$ cat src/rtl/rx_pkg.sv
// ---------------------------------------------------------------------------
// rx_pkg
// Shared types and default configuration for the UART receive control path.
//
// Contents:
//   CLKS_PER_BIT_DEF  default clocks per serial bit (must match the timer)
//   MID_START_DEF     default start-bit validation point, in clocks
//   rx_state_t        receive controller state encoding
//   rx_state_busy()   true while a frame is being processed
//
// START_CHK is only reachable when the design is built with the
// RX_START_VALIDATE_EN macro defined; it stays in the enum so the encoding
// is identical in both builds.
// ---------------------------------------------------------------------------
package rx_pkg;

   localparam int CLKS_PER_BIT_DEF = 10;
   localparam int MID_START_DEF    = 5;

   typedef enum logic [2:0] {
      IDLE      = 3'd0,
      START_CHK = 3'd1,
      RECEIVE   = 3'd2,
      STOP_CHK  = 3'd3,
      LOAD      = 3'd4
   } rx_state_t;

   // A frame is in flight in every state except IDLE.
   function automatic logic rx_state_busy(input rx_state_t state);
      return (state != IDLE);
   endfunction

endpackage

$ cat src/rtl/sync_high.sv
// ---------------------------------------------------------------------------
// sync_high
// Two-flop synchronizer for an asynchronous input whose idle level is high.
// Both flops reset to 1 so that releasing reset never produces a spurious
// falling edge on an idle line.
//
// Ports:
//   clk       in   system clock
//   n_rst     in   asynchronous active-low reset
//   async_in  in   asynchronous input
//   sync_out  out  input synchronized to clk (two-clock latency)
// ---------------------------------------------------------------------------
module sync_high (
   input  logic clk,
   input  logic n_rst,
   input  logic async_in,
   output logic sync_out
);

   logic meta_q;
   logic meta_d;
   logic sync_q;
   logic sync_d;

   always_comb begin
      meta_d = async_in;
      sync_d = meta_q;
   end

   always_ff @(posedge clk or negedge n_rst) begin
      if (!n_rst) begin
         meta_q <= 1'b1;
         sync_q <= 1'b1;
      end else begin
         meta_q <= meta_d;
         sync_q <= sync_d;
      end
   end

   assign sync_out = sync_q;

endmodule

$ cat src/rtl/rx_ctrl.sv
// ---------------------------------------------------------------------------
// rx_ctrl
// Receive control unit of the UART receiver. Synchronizes the serial line,
// detects the start-bit falling edge, runs the bit timer for one frame,
// checks the stop bit, pulses the buffer load and maintains the sticky
// host-side status flags.
//
// Parameters:
//   CLKS_PER_BIT  clocks per serial bit (must match the timer rollover)
//   MID_START     clocks after the start edge at which the start bit is
//                 re-sampled (only used with RX_START_VALIDATE_EN)
//
// Ports:
//   clk            in   system clock
//   n_rst          in   asynchronous active-low reset
//   serial_in      in   raw asynchronous serial line, idle high
//   packet_done    in   timer: 9 shift strobes elapsed since enable
//   stop_bit       in   stop-bit value, valid while packet_done is high
//   data_read      in   host acknowledge, single-cycle pulse
//   enable_timer   out  timer run/clear (timer counts only while high)
//   load_buffer    out  single-cycle pulse, copy shift reg to rx buffer
//   data_ready     out  sticky, receive buffer holds unread data
//   framing_error  out  sticky, last frame had a zero stop bit
//   overrun_error  out  sticky, a load happened while data_ready was set
//
// Build option:
//   RX_START_VALIDATE_EN  when defined, a START_CHK state re-samples the
//                         line after the start edge and rejects start
//                         pulses shorter than MID_START clocks.
// ---------------------------------------------------------------------------
module rx_ctrl
   import rx_pkg::*;
#(
   parameter int CLKS_PER_BIT = CLKS_PER_BIT_DEF,
   parameter int MID_START    = MID_START_DEF
) (
   input  logic clk,
   input  logic n_rst,
   input  logic serial_in,
   input  logic packet_done,
   input  logic stop_bit,
   input  logic data_read,
   output logic enable_timer,
   output logic load_buffer,
   output logic data_ready,
   output logic framing_error,
   output logic overrun_error
);

   // The start-bit sample point has to land inside the start bit, and the
   // validation counter needs at least one clock in START_CHK.
   localparam bit CFG_OK = (MID_START >= 2) && (MID_START < CLKS_PER_BIT);

   generate
      if (!CFG_OK) begin : g_bad_cfg
         $error("rx_ctrl: MID_START must lie in [2, CLKS_PER_BIT-1]");
      end
   endgenerate

   rx_state_t state_q;
   rx_state_t state_d;

   logic rx_sync;
   logic prev_sync_q;
   logic prev_sync_d;
   logic start_edge;

   logic stop_q;
   logic stop_d;
   logic data_ready_q;
   logic data_ready_d;
   logic framing_error_q;
   logic framing_error_d;
   logic overrun_error_q;
   logic overrun_error_d;

`ifdef RX_START_VALIDATE_EN
   // The start-edge cycle itself is counted as the first clock, so the
   // line is re-sampled in the START_CHK cycle where the count reaches
   // MID_START-1, i.e. MID_START clocks into the synchronized start bit.
   localparam int CNT_W = $clog2(MID_START + 1);
   localparam logic [CNT_W-1:0] CNT_FIRST = CNT_W'(1);
   localparam logic [CNT_W-1:0] CNT_LAST  = CNT_W'(MID_START - 1);

   logic [CNT_W-1:0] cnt_q;
   logic [CNT_W-1:0] cnt_d;
`endif

   sync_high u_sync (
      .clk      (clk),
      .n_rst    (n_rst),
      .async_in (serial_in),
      .sync_out (rx_sync)
   );

   // One extra flop behind the synchronizer gives a clean falling-edge
   // detect; it resets high along with the synchronizer.
   assign prev_sync_d = rx_sync;
   assign start_edge  = prev_sync_q & ~rx_sync;

   // Next-state and status update. A host read clears data_ready and
   // overrun_error first; a load in the same cycle then re-asserts
   // data_ready but cannot raise overrun_error because the old data was
   // consumed on that very edge.
   always_comb begin
      state_d         = state_q;
      stop_d          = stop_q;
      data_ready_d    = data_ready_q;
      framing_error_d = framing_error_q;
      overrun_error_d = overrun_error_q;
`ifdef RX_START_VALIDATE_EN
      cnt_d           = cnt_q;
`endif

      if (data_read) begin
         data_ready_d    = 1'b0;
         overrun_error_d = 1'b0;
      end

      case (state_q)
         IDLE: begin
            if (start_edge) begin
`ifdef RX_START_VALIDATE_EN
               state_d = START_CHK;
               cnt_d   = CNT_FIRST;
`else
               state_d         = RECEIVE;
               framing_error_d = 1'b0;
`endif
            end
         end

`ifdef RX_START_VALIDATE_EN
         START_CHK: begin
            if (cnt_q == CNT_LAST) begin
               // Line back high at the sample point: it was a glitch,
               // drop it without touching any status.
               if (rx_sync) begin
                  state_d = IDLE;
               end else begin
                  state_d         = RECEIVE;
                  framing_error_d = 1'b0;
               end
            end else begin
               cnt_d = cnt_q + CNT_FIRST;
            end
         end
`endif

         RECEIVE: begin
            // Only the first packet_done cycle matters; the timer is
            // cleared as soon as we leave RECEIVE.
            if (packet_done) begin
               state_d = STOP_CHK;
               stop_d  = stop_bit;
            end
         end

         STOP_CHK: begin
            if (stop_q) begin
               state_d = LOAD;
            end else begin
               state_d         = IDLE;
               framing_error_d = 1'b1;
            end
         end

         LOAD: begin
            state_d      = IDLE;
            data_ready_d = 1'b1;
            if (data_ready_q && !data_read) begin
               overrun_error_d = 1'b1;
            end
         end

         default: begin
            state_d = IDLE;
         end
      endcase
   end

   always_ff @(posedge clk or negedge n_rst) begin
      if (!n_rst) begin
         state_q         <= IDLE;
         prev_sync_q     <= 1'b1;
         stop_q          <= 1'b0;
         data_ready_q    <= 1'b0;
         framing_error_q <= 1'b0;
         overrun_error_q <= 1'b0;
      end else begin
         state_q         <= state_d;
         prev_sync_q     <= prev_sync_d;
         stop_q          <= stop_d;
         data_ready_q    <= data_ready_d;
         framing_error_q <= framing_error_d;
         overrun_error_q <= overrun_error_d;
      end
   end

`ifdef RX_START_VALIDATE_EN
   always_ff @(posedge clk or negedge n_rst) begin
      if (!n_rst) begin
         cnt_q <= '0;
      end else begin
         cnt_q <= cnt_d;
      end
   end
`endif

   // Moore outputs decoded from state; an asynchronous reset therefore
   // drops enable_timer immediately.
   assign enable_timer  = rx_state_busy(state_q) && (state_q == RECEIVE);
   assign load_buffer   = (state_q == LOAD);
   assign data_ready    = data_ready_q;
   assign framing_error = framing_error_q;
   assign overrun_error = overrun_error_q;

endmodule
$ cat config.mk
export PLATFORM = sky130hd
export DESIGN_NAME = rx_ctrl
export DESIGN_NICKNAME = d
export VERILOG_FILES = /design/src/rtl/rx_pkg.sv /design/src/rtl/sync_high.sv /design/src/rtl/rx_ctrl.sv
export SDC_FILE = /design/constraint.sdc
export NUM_CORES = 1
export LEC_CHECK = 0
export CORE_AREA = 2 2 39 41
export CTS_BUF_LIST = sky130_fd_sc_hd__clkbuf_4
export DETAILED_ROUTE_END_ITERATION = 12
export DIE_AREA = 0 0 41 43
export DONT_BUFFER_PORTS = 1
export SYNTH_ARGS = -nofsm -noshare
export SYNTH_HDL_FRONTEND = slang
export SYNTH_SLANG_ARGS = --single-unit
$ cat constraint.sdc
create_clock -name clk -period 1.3 [get_ports clk]
set_input_delay 0.195 -clock clk [delete_from_list [all_inputs] [get_ports clk]]
set_output_delay 0.195 -clock clk [all_outputs]
set_load 0.01 [all_outputs]
==> After elaboration in Yosys (flattened, before gate mapping) <==
Index checks and enable logic that the tools add are counted.
{ "op_classes": {"n_mux": 12, "n_eq_ne": 6, "n_bitwise": 2, "n_reduce_logical": 10} }
{ "ops": {"columns": ["cell", "n"], "rows": [
  ["two-way mux 3 bit", 3],
  ["one-hot mux 3 bit (3 select lines)", 1],
  ["two-way mux 1 bit", 7],
  ["== test 3 x 2 -> 1 bit, second input constant", 2],
  ["inequality test 2 bit, second input constant", 3],
  ["AND reduction 2 bit", 2],
  ["nonzero test 2 bit", 2],
  ["== test 3 bit, second input constant", 1],
  ["zero test 3 bit", 1],
  ["AND reduction 3 bit", 1],
  ["nonzero test 3 bit", 1],
  ["logical AND 1 bit", 2],
  ["one-hot mux 1 bit (2 select lines)", 1],
  ["bitwise AND 1 bit", 1],
  ["zero test 1 bit", 1],
  ["NOT 1 bit", 1]
]} }
{ "word_totals": {"wordCells": 38, "output_inout_bits": 5, "register_bits": 10, "input_bits": 6} }

==> Depth between registers and ports, before layout <==
Gate-level depths: netlist (run 1).
{ "logic_depth": {"ltp_word": 4, "ltp_mapped": 2, "ltp_nobuf": 2} }

==> By module <==
Synthesis (run 1) repeated with hierarchy kept, for this count alone.
{ "unflattened": {"cells_unflattened": 28, "hier_area_um2": 386.6} }
{ "by_module_without_submodules": {"columns": ["module", "n_inst", "area_per_inst_um2", "seq_area_each_um2", "cells_per_inst"], "rows": [
  ["rx_ctrl", 1, 334.1, 201.4, 26],
  ["sync_high", 1, 52.6, 52.6, 2]
]} }

==> Worst setup path after synthesis (run 1) <==
OpenSTA, ideal clock, no wires.
{ "synth_timing": {"kind": "reg-to-reg", "start": "register state_q[2]", "end": "register stop_q", "required_ns": 1.175, "path_slack_ns": 0.169, "path_buffers": 0, "setup_time_ns": 0.125, "synth_period_minus_slack_ns": 1.131, "t_arrival_ns": 1.006, "stages_incl_launch_ff": 3, "cell_sequence": "dfrtp_1 -> and4bb_4 -> mux2_4"} }
{ "synth_between": {"elab_chain_cells": 2} }
{ "synth_rtl": {"columns": ["item", "line_no", "text"], "rows": [
  ["start, declared", "rx_ctrl.sv:60", "rx_state_t state_q;"],
  ["start signal, assigned", "rx_ctrl.sv:191", "state_q <= state_d;"],
  ["== test 3 x 2 -> 1 bit", "rx_ctrl.sv:120", "case (state_q)"],
  ["AND reduction 2 bit (no source line)", null, null],
  ["end signal, assigned", "rx_ctrl.sv:193", "stop_q <= stop_d;"],
  ["end, declared", "rx_ctrl.sv:68", "logic stop_q;"]
]} }
No other way between the ends.
A chain may end at the register's enable or synchronous reset.

==> Worst setup path in the final report (run 1) <==
{ "layout_timing": {"start": "register state_q[1]", "end": "output port load_buffer"} }
{ "layout_between": {"elab_chain_cells": 1} }
{ "layout_rtl": {"columns": ["item", "line_no", "text"], "rows": [
  ["== test 3 bit", "rx_ctrl.sv:213", "assign load_buffer = (state_q == LOAD);"],
  ["end, declared", "rx_ctrl.sv:44", "output logic load_buffer,"]
]} }
No other way between the ends.

==> results of run 1 <==
==> cell type report <==
| type | instances | area share |
|---|---|---|
| clock inverters | 1 | 0.00732 |
| well taps | 16 | 0.0390 |
| repair buffers | 6 | 0.112 |
| multi-input cells | 15 | 0.276 |
| flip-flops and latches | 10 | 0.495 |
| inverters | 3 | 0.0268 |
| clock buffers | 3 | 0.0439 |
==> flip-flops by register name (all words and copies together) (netlist names) <==
name,flops
state_q,3
data_ready,1
framing_error,1
overrun_error,1
prev_sync_q,1
stop_q,1
u_sync.meta_q,1
u_sync.sync_out,1
==> stage by stage <==
step / setup slack (ps) / hold WS (ps) / std cells
CTS: -42.6 / 18.4 / 54
detailed placement: 110 / -100 / 44
floorplan: 169 / -101 / 28
global route: -78.4 / 17.5 / 54
global placement: 129 / -100 / 44
finish: -33.8 / 26.2 / 54
==> layer usage <==
metal	global-route usage	wire length (µm)	vias to the layer above
li1	-	-	119
met1	0.120	276	121
met2	0.144	311	11
met3	0.0681	70	2
met4	0.0800	19	0
met5	0	0	-
==> worst reg2reg max path, delay by kind of cell, from the launching register on <==
kind          cells  cell delay [ps]
mux               1              290
flops             1              400
simple gates      1              330
buf+inv           1              140
==> layout by cell type (no fill, tap or decap), drive strengths merged <==
cell / instances
dfrtp: 7
buf: 4
clkbuf: 3
dfstp: 3
inv: 3
nand2: 2
dlygate4sd3: 2
or3b: 1
nand2b: 1
o22ai: 1
nor2: 1
and2: 1
and4b: 1
and4bb: 1
mux2: 1
nor2b: 1
o21a: 1
nor4b: 1
nand4bb: 1
o211ai: 1
clkinv: 1
==> where the power goes <==
part	internal (W)	total [W]	switching (W)	leakage [nW]
clock network	0.000111	0.000221	0.000110	0.0154
logic	0.000184	0.000305	0.000121	0.0955
registers	0.000385	0.000437	0.0000528	0.120
==> timing repair <==
action                                 in CTS  in global routing
endpoints found under the hold margin      11                  0
resized for setup                           3                  4
buffers inserted                            4                  0
cloned                                      0                  0
pin swaps                                   1                  2
hold buffers                                2                  0
setup endpoints to repair                   1                  3
==> how the worst max path moves through the flow <==
stage                        endpoint  cells past startpoint
final                     load_buffer                      2
after global routing      load_buffer                      2
after CTS                 load_buffer                      2
after detailed placement       stop_q                      2
after global placement         stop_q                      2
after floorplan                stop_q                      2
==> cells by family after synthesis <==
| kind of cell | Yosys count | share of synthesized area |
|---|---|---|
| and+or+nand+nor | 11 | 0.224 |
| AOI/OAI and AO/OA | 3 | 0.0694 |
| muxes | 1 | 0.0378 |
| DFF | 10 | 0.640 |
| buffers and inverters | 3 | 0.0284 |
==> impl_metrics.csv, run 1 <==
group,metric,value,unit
logic_synthesis,synth_edf_count,0,
routing,viasPerCell,4.69,
sta,max_slew.worst_pin.slew,434,ps
setup_path,cp_data_arrival_time,1140,ps
setup_path,r2r_start,"state_q[0]",
logic_synthesis,netlist.area_leader.share,0.442,
final_layout,multiInputGateArea,141,µm²
clock_tree,worstSkewPairLatency,270,ps
logic_synthesis,post_synth.cell_area_avg,14.2,µm²
routing,wl_per_cell,12.5,µm
worst_hold_path,min_from,"data_read",
sta,fin_crit_sh,1.03,
logic_synthesis,yosysSeqAreaShare,0.640,
global_routing,grt-ovfl-total,0,
status,violations,"negative setup slack",
sta,fin_setup_tns,-33.8,ps
setup_path,cpLargestDelayFamily,"simple AND/OR/NAND/NOR gates",
die,die_h,43,µm
placed_design,place_congestion,0.748,
die,rows,14,
placed_design,io_buffers,0,
final_layout,antennaDiodeCount,0,
sta,hold_viol_final,0,
status,status,"finished, violations left",
final_layout,drive_above_1_share,0.474,
sta,rsz0062_at_grt,"true",
power,p_leak,0.231,nW
clock_tree,cts_num_sinks,10,
final_layout,postLayoutCoreUtil,0.371,
power,p_total,0.000964,W
clock_tree,cts.htree.levels,1,
logic_synthesis,syn_nets,34,
logic_synthesis,synthTopCellsByArea,"dfrtp_1 (44%), dfstp_2 (20%), and4bb_4 (4.1%), mux2_4 (3.8%), o22ai_2 (3.2%)",
sta,fin_ws,-33.8,ps
sta,min_period,1330,ps
die,fp.dieArea,1760,µm²
logic_synthesis,synth_area,397,µm²
setup_path,cpMaxStageDelayCell,"or3b_4",
die,start_util,0.287,
logic_synthesis,synth_cell_types,17,
placed_design,dp_hpwl,470,µm
worst_hold_path,hold-path-cell-count,1,
global_routing,grt_antenna_before_repair,0,
power,irDropWorstVdd,0.541,mV
final_layout,n_fill_cell,136,
setup_path,worstPathBufferInverterCount,1,
logic_synthesis,yosys-top-cells-count,"dfrtp_1 (7), dfstp_2 (3), inv_1 (3), nand2_1 (2)",
clock_tree,cts_tree,"done",
routing,dr_total_vias,253,
final_layout,area.sequential,254,µm²
clock_tree,cts_buffers,3,
sta,drv_slew,0,
setup_path,r2r_cells,3,
routing,drtAntennaViolNets,0,
sta,fmax,0.750,GHz
global_routing,grt_pass1_vias,277,
global_routing,track_usage,0.109,
final_layout,area_growth,29.3,%
global_routing,grt_max_degree,11,
setup_path,required,1110,ps
die,io_pins,11,
sta,setup_violations,1,
logic_synthesis,synth_ff_type,"dfrtp_1",
sta,clock_skew,7.14,ps
clock_tree,clk_pin_slew,70,ps
setup_path,critPathLaunchType,"flop",
power,p_per_area,1880,nW/µm²
logic_synthesis,ys_seq_elements,10,
logic_synthesis,yosys_warnings,0,
setup_path,rrSetupSlack,30,ps
setup_path,critPathKind,"flop to output pin",
logic_synthesis,syn_inst,28,
die,core-area,1380,µm²
routing,drc,0,
logic_synthesis,synth.most_common_cell,"dfrtp_1",
logic_synthesis,async_flop_share,1.00,
die,die_x,41,µm
logic_synthesis,yosysTopAreaCell,"dfrtp_1",
job,cap_violations,0,
clock_tree,cts_buffer_depth,2,
worst_hold_path,hold_class,"input pin to flop",
setup_path,crit_fanout,2,
setup_path,end_kind,"output pin",
routing,drt-initial-drc-count,2,
global_routing,grt_first_pass_wirelength,1.16,mm
final_layout,finalNetCount,45,
routing,wirelength,677,µm
setup_path,crit_path_cell_trace,"or3b_4, inv_4",
clock_tree,cts_root_buf,"clkbuf_4",
setup_path,startpoint,"state_q[1]",
routing,dr.pass1.iters,2,
sta,slew_headroom,0.709,
final_layout,fin_area,513,µm²
setup_path,worst_path_largest_cell_delay,420,ps
placed_design,placed_cell_area,417,µm²
setup_path,rr_endpoint,"stop_q",
worst_hold_path,hold_end,"overrun_error",
(Power assumes the default switching activity.)
==> inputs of run 2 (changes only) <==
CAP_MARGIN = 40   (was not set)
GPL_ROUTABILITY_DRIVEN = 0   (was not set)
==> results of run 2 <==
Final layout, timing and power as in run 1 (identical DEF).
==> inputs of run 3 (changes only) <==
CORE_AREA = 4 4 41 43   (was 2 2 39 41)
DIE_AREA = 0 0 45 47   (was 0 0 41 43)
clock period = 1.12 ns   (was 1.3 ns; I/O delays follow)
==> impl_metrics.csv, run 3 (synthesis gave the netlist of run 1 again) <==
group,metric,value,unit
sta,drv_slew,0,
final_layout,antennaDiodeCount,0,
setup_path,critPathKind,"flop to output pin",
sta,min_period,1320,ps
status,status,"finished, violations left",
placed_design,placed_cell_area,438,µm²
worst_hold_path,hold_end,"stop_q",
placed_design,place_ws,-13.1,ps
power,p_total,0.00121,W
clock_tree,cts_buffers,3,
global_routing,grt_antenna_before_repair,0,
setup_path,cp.depth,2,
power,irDropWorstVdd,0.965,mV
setup_path,r2r_start,"state_q[2]",
setup_path,worstPathBufferInverterCount,1,
sta,slew_headroom,0.704,
final_layout,finalNetCount,47,
final_layout,largest_register_ffs,3,
global_routing,grt_max_degree,11,
final_layout,final_cell_mix,"dfrtp_1 (7), clkbuf_4 (4), dlygate4sd3_1 (3), buf_4 (3), dfstp_2 (3)",
routing,drt-initial-drc-count,6,
routing,wirelength,740,µm
clock_tree,cts_num_sinks,10,
job,cap_violations,0,
power,p_per_area,2250,nW/µm²
setup_path,crit_path_cell_trace,"or3b_4, inv_2",
setup_path,cpLargestDelayFamily,"flip-flops",
setup_path,cpMaxStageDelayCell,"dfrtp_1",
setup_path,rrSetupSlack,-20,ps
power,p_leak,0.246,nW
clock_tree,worstSkewPairLatency,270,ps
sta,fmax,0.760,GHz
sta,max_slew.worst_pin.slew,443,ps
die,fp.dieArea,2120,µm²
routing,viasPerCell,4.71,
sta,setup_violations,4,
routing,wl_per_cell,13.5,µm
setup_path,r2r_cells,2,
die,rows,13,
sta,fin_ws,-197,ps
global_routing,grt_pass1_vias,282,
routing,drtAntennaViolNets,0,
worst_hold_path,hold-path-cell-count,1,
die,io_pins,11,
final_layout,fin_area,537,µm²
final_layout,top_register,"state_q",
global_routing,grt-ovfl-total,0,
setup_path,startpoint,"state_q[1]",
routing,dr_total_vias,259,
setup_path,rr_endpoint,"stop_q",
final_layout,multiInputGateArea,148,µm²
die,start_util,0.305,
clock_tree,cts_buffer_depth,2,
die,die_x,45,µm
setup_path,worst_path_largest_cell_delay,400,ps
clock_tree,cts_root_buf,"clkbuf_4",
setup_path,end_kind,"output pin",
final_layout,drive_above_1_share,0.525,
die,die_h,47,µm
final_layout,postLayoutCoreUtil,0.413,
clock_tree,clk_pin_slew,70,ps
clock_tree,cts_tree,"done",
routing,drc,0,
final_layout,area_growth,35.3,%
global_routing,track_usage,0.0855,
setup_path,crit_fanout,2,
worst_hold_path,min_from,"stop_bit",
status,violations,"negative setup slack",
global_routing,grt_first_pass_wirelength,1.22,mm
setup_path,required,950,ps
sta,hold_viol_final,0,
final_layout,n_fill_cell,128,
sta,rsz0062_at_grt,"true",
routing,dr.pass1.iters,3,
final_layout,layout_commonest_cell,"dfrtp_1",
setup_path,cp_data_arrival_time,1150,ps
clock_tree,cts.htree.levels,1,
sta,clock_skew,10.9,ps
die,core-area,1300,µm²
final_layout,area.sequential,254,µm²
setup_path,critPathLaunchType,"flop",
placed_design,io_buffers,0,
worst_hold_path,hold_class,"input pin to flop",
sta,fin_crit_sh,1.18,
-- run 3: cell types whose count changed in the layout (fill, tap and decap cells not counted), sizes merged --
cell,previous run,this run
buf,4,5
clkbuf,3,4
clkinv,1,0
dlygate4sd3,2,3
-- run 3: report_power, final --
group          leakage [nW]  total, W  switching [W]  internal (W)
combinational         0.108  0.000405       0.000153      0.000252
sequential            0.120  0.000519      0.0000719      0.000447
clock                0.0184  0.000282       0.000120      0.000162
-- run 3: worst max-delay path by stage --
stage             endpoint  slack (ps)
2_1_floorplan       stop_q         -10
3_3_place_gp        stop_q           4
3_5_place_dp        stop_q         -10
4_1_cts        load_buffer        -200
5_1_grt        load_buffer        -230
6_report       load_buffer        -200
-- run 3: layout make-up --
type / count / area share
inverters: 3 / 0.0210
well taps: 15 / 0.0350
repair buffers: 8 / 0.140
clock buffers: 4 / 0.0559
multi-input cells: 15 / 0.275
flip-flops and latches: 10 / 0.473
-- run 3: routing by layer --
layer	part of all wire	vias to the layer above	GRT usage
li1	-	120	-
met1	0.41	125	0.0918
met2	0.48	12	0.121
met3	0.097	2	0.0613
met4	0.012	0	0.0526
met5	0	-	0
-- run 3: what timing repair did --
item / CTS / global route
cloned: 0 / 0
resized for setup: 6 / 1
hold endpoints to repair: 12 / 0
setup endpoints to repair: 3 / 5
hold buffers: 3 / 0
pin swaps: 2 / 0
buffers inserted: 2 / 0
-- run 3: metrics by stage --
stage	hold slack, ps	TNS, ps	instances
2_1_floorplan	-128	-11.4	28
3_3_place_gp	-127	0	46
3_5_place_dp	-127	-13.1	46
4_1_cts	45.2	-348	55
5_1_grt	41.3	-475	55
6_report	53.2	-339	55
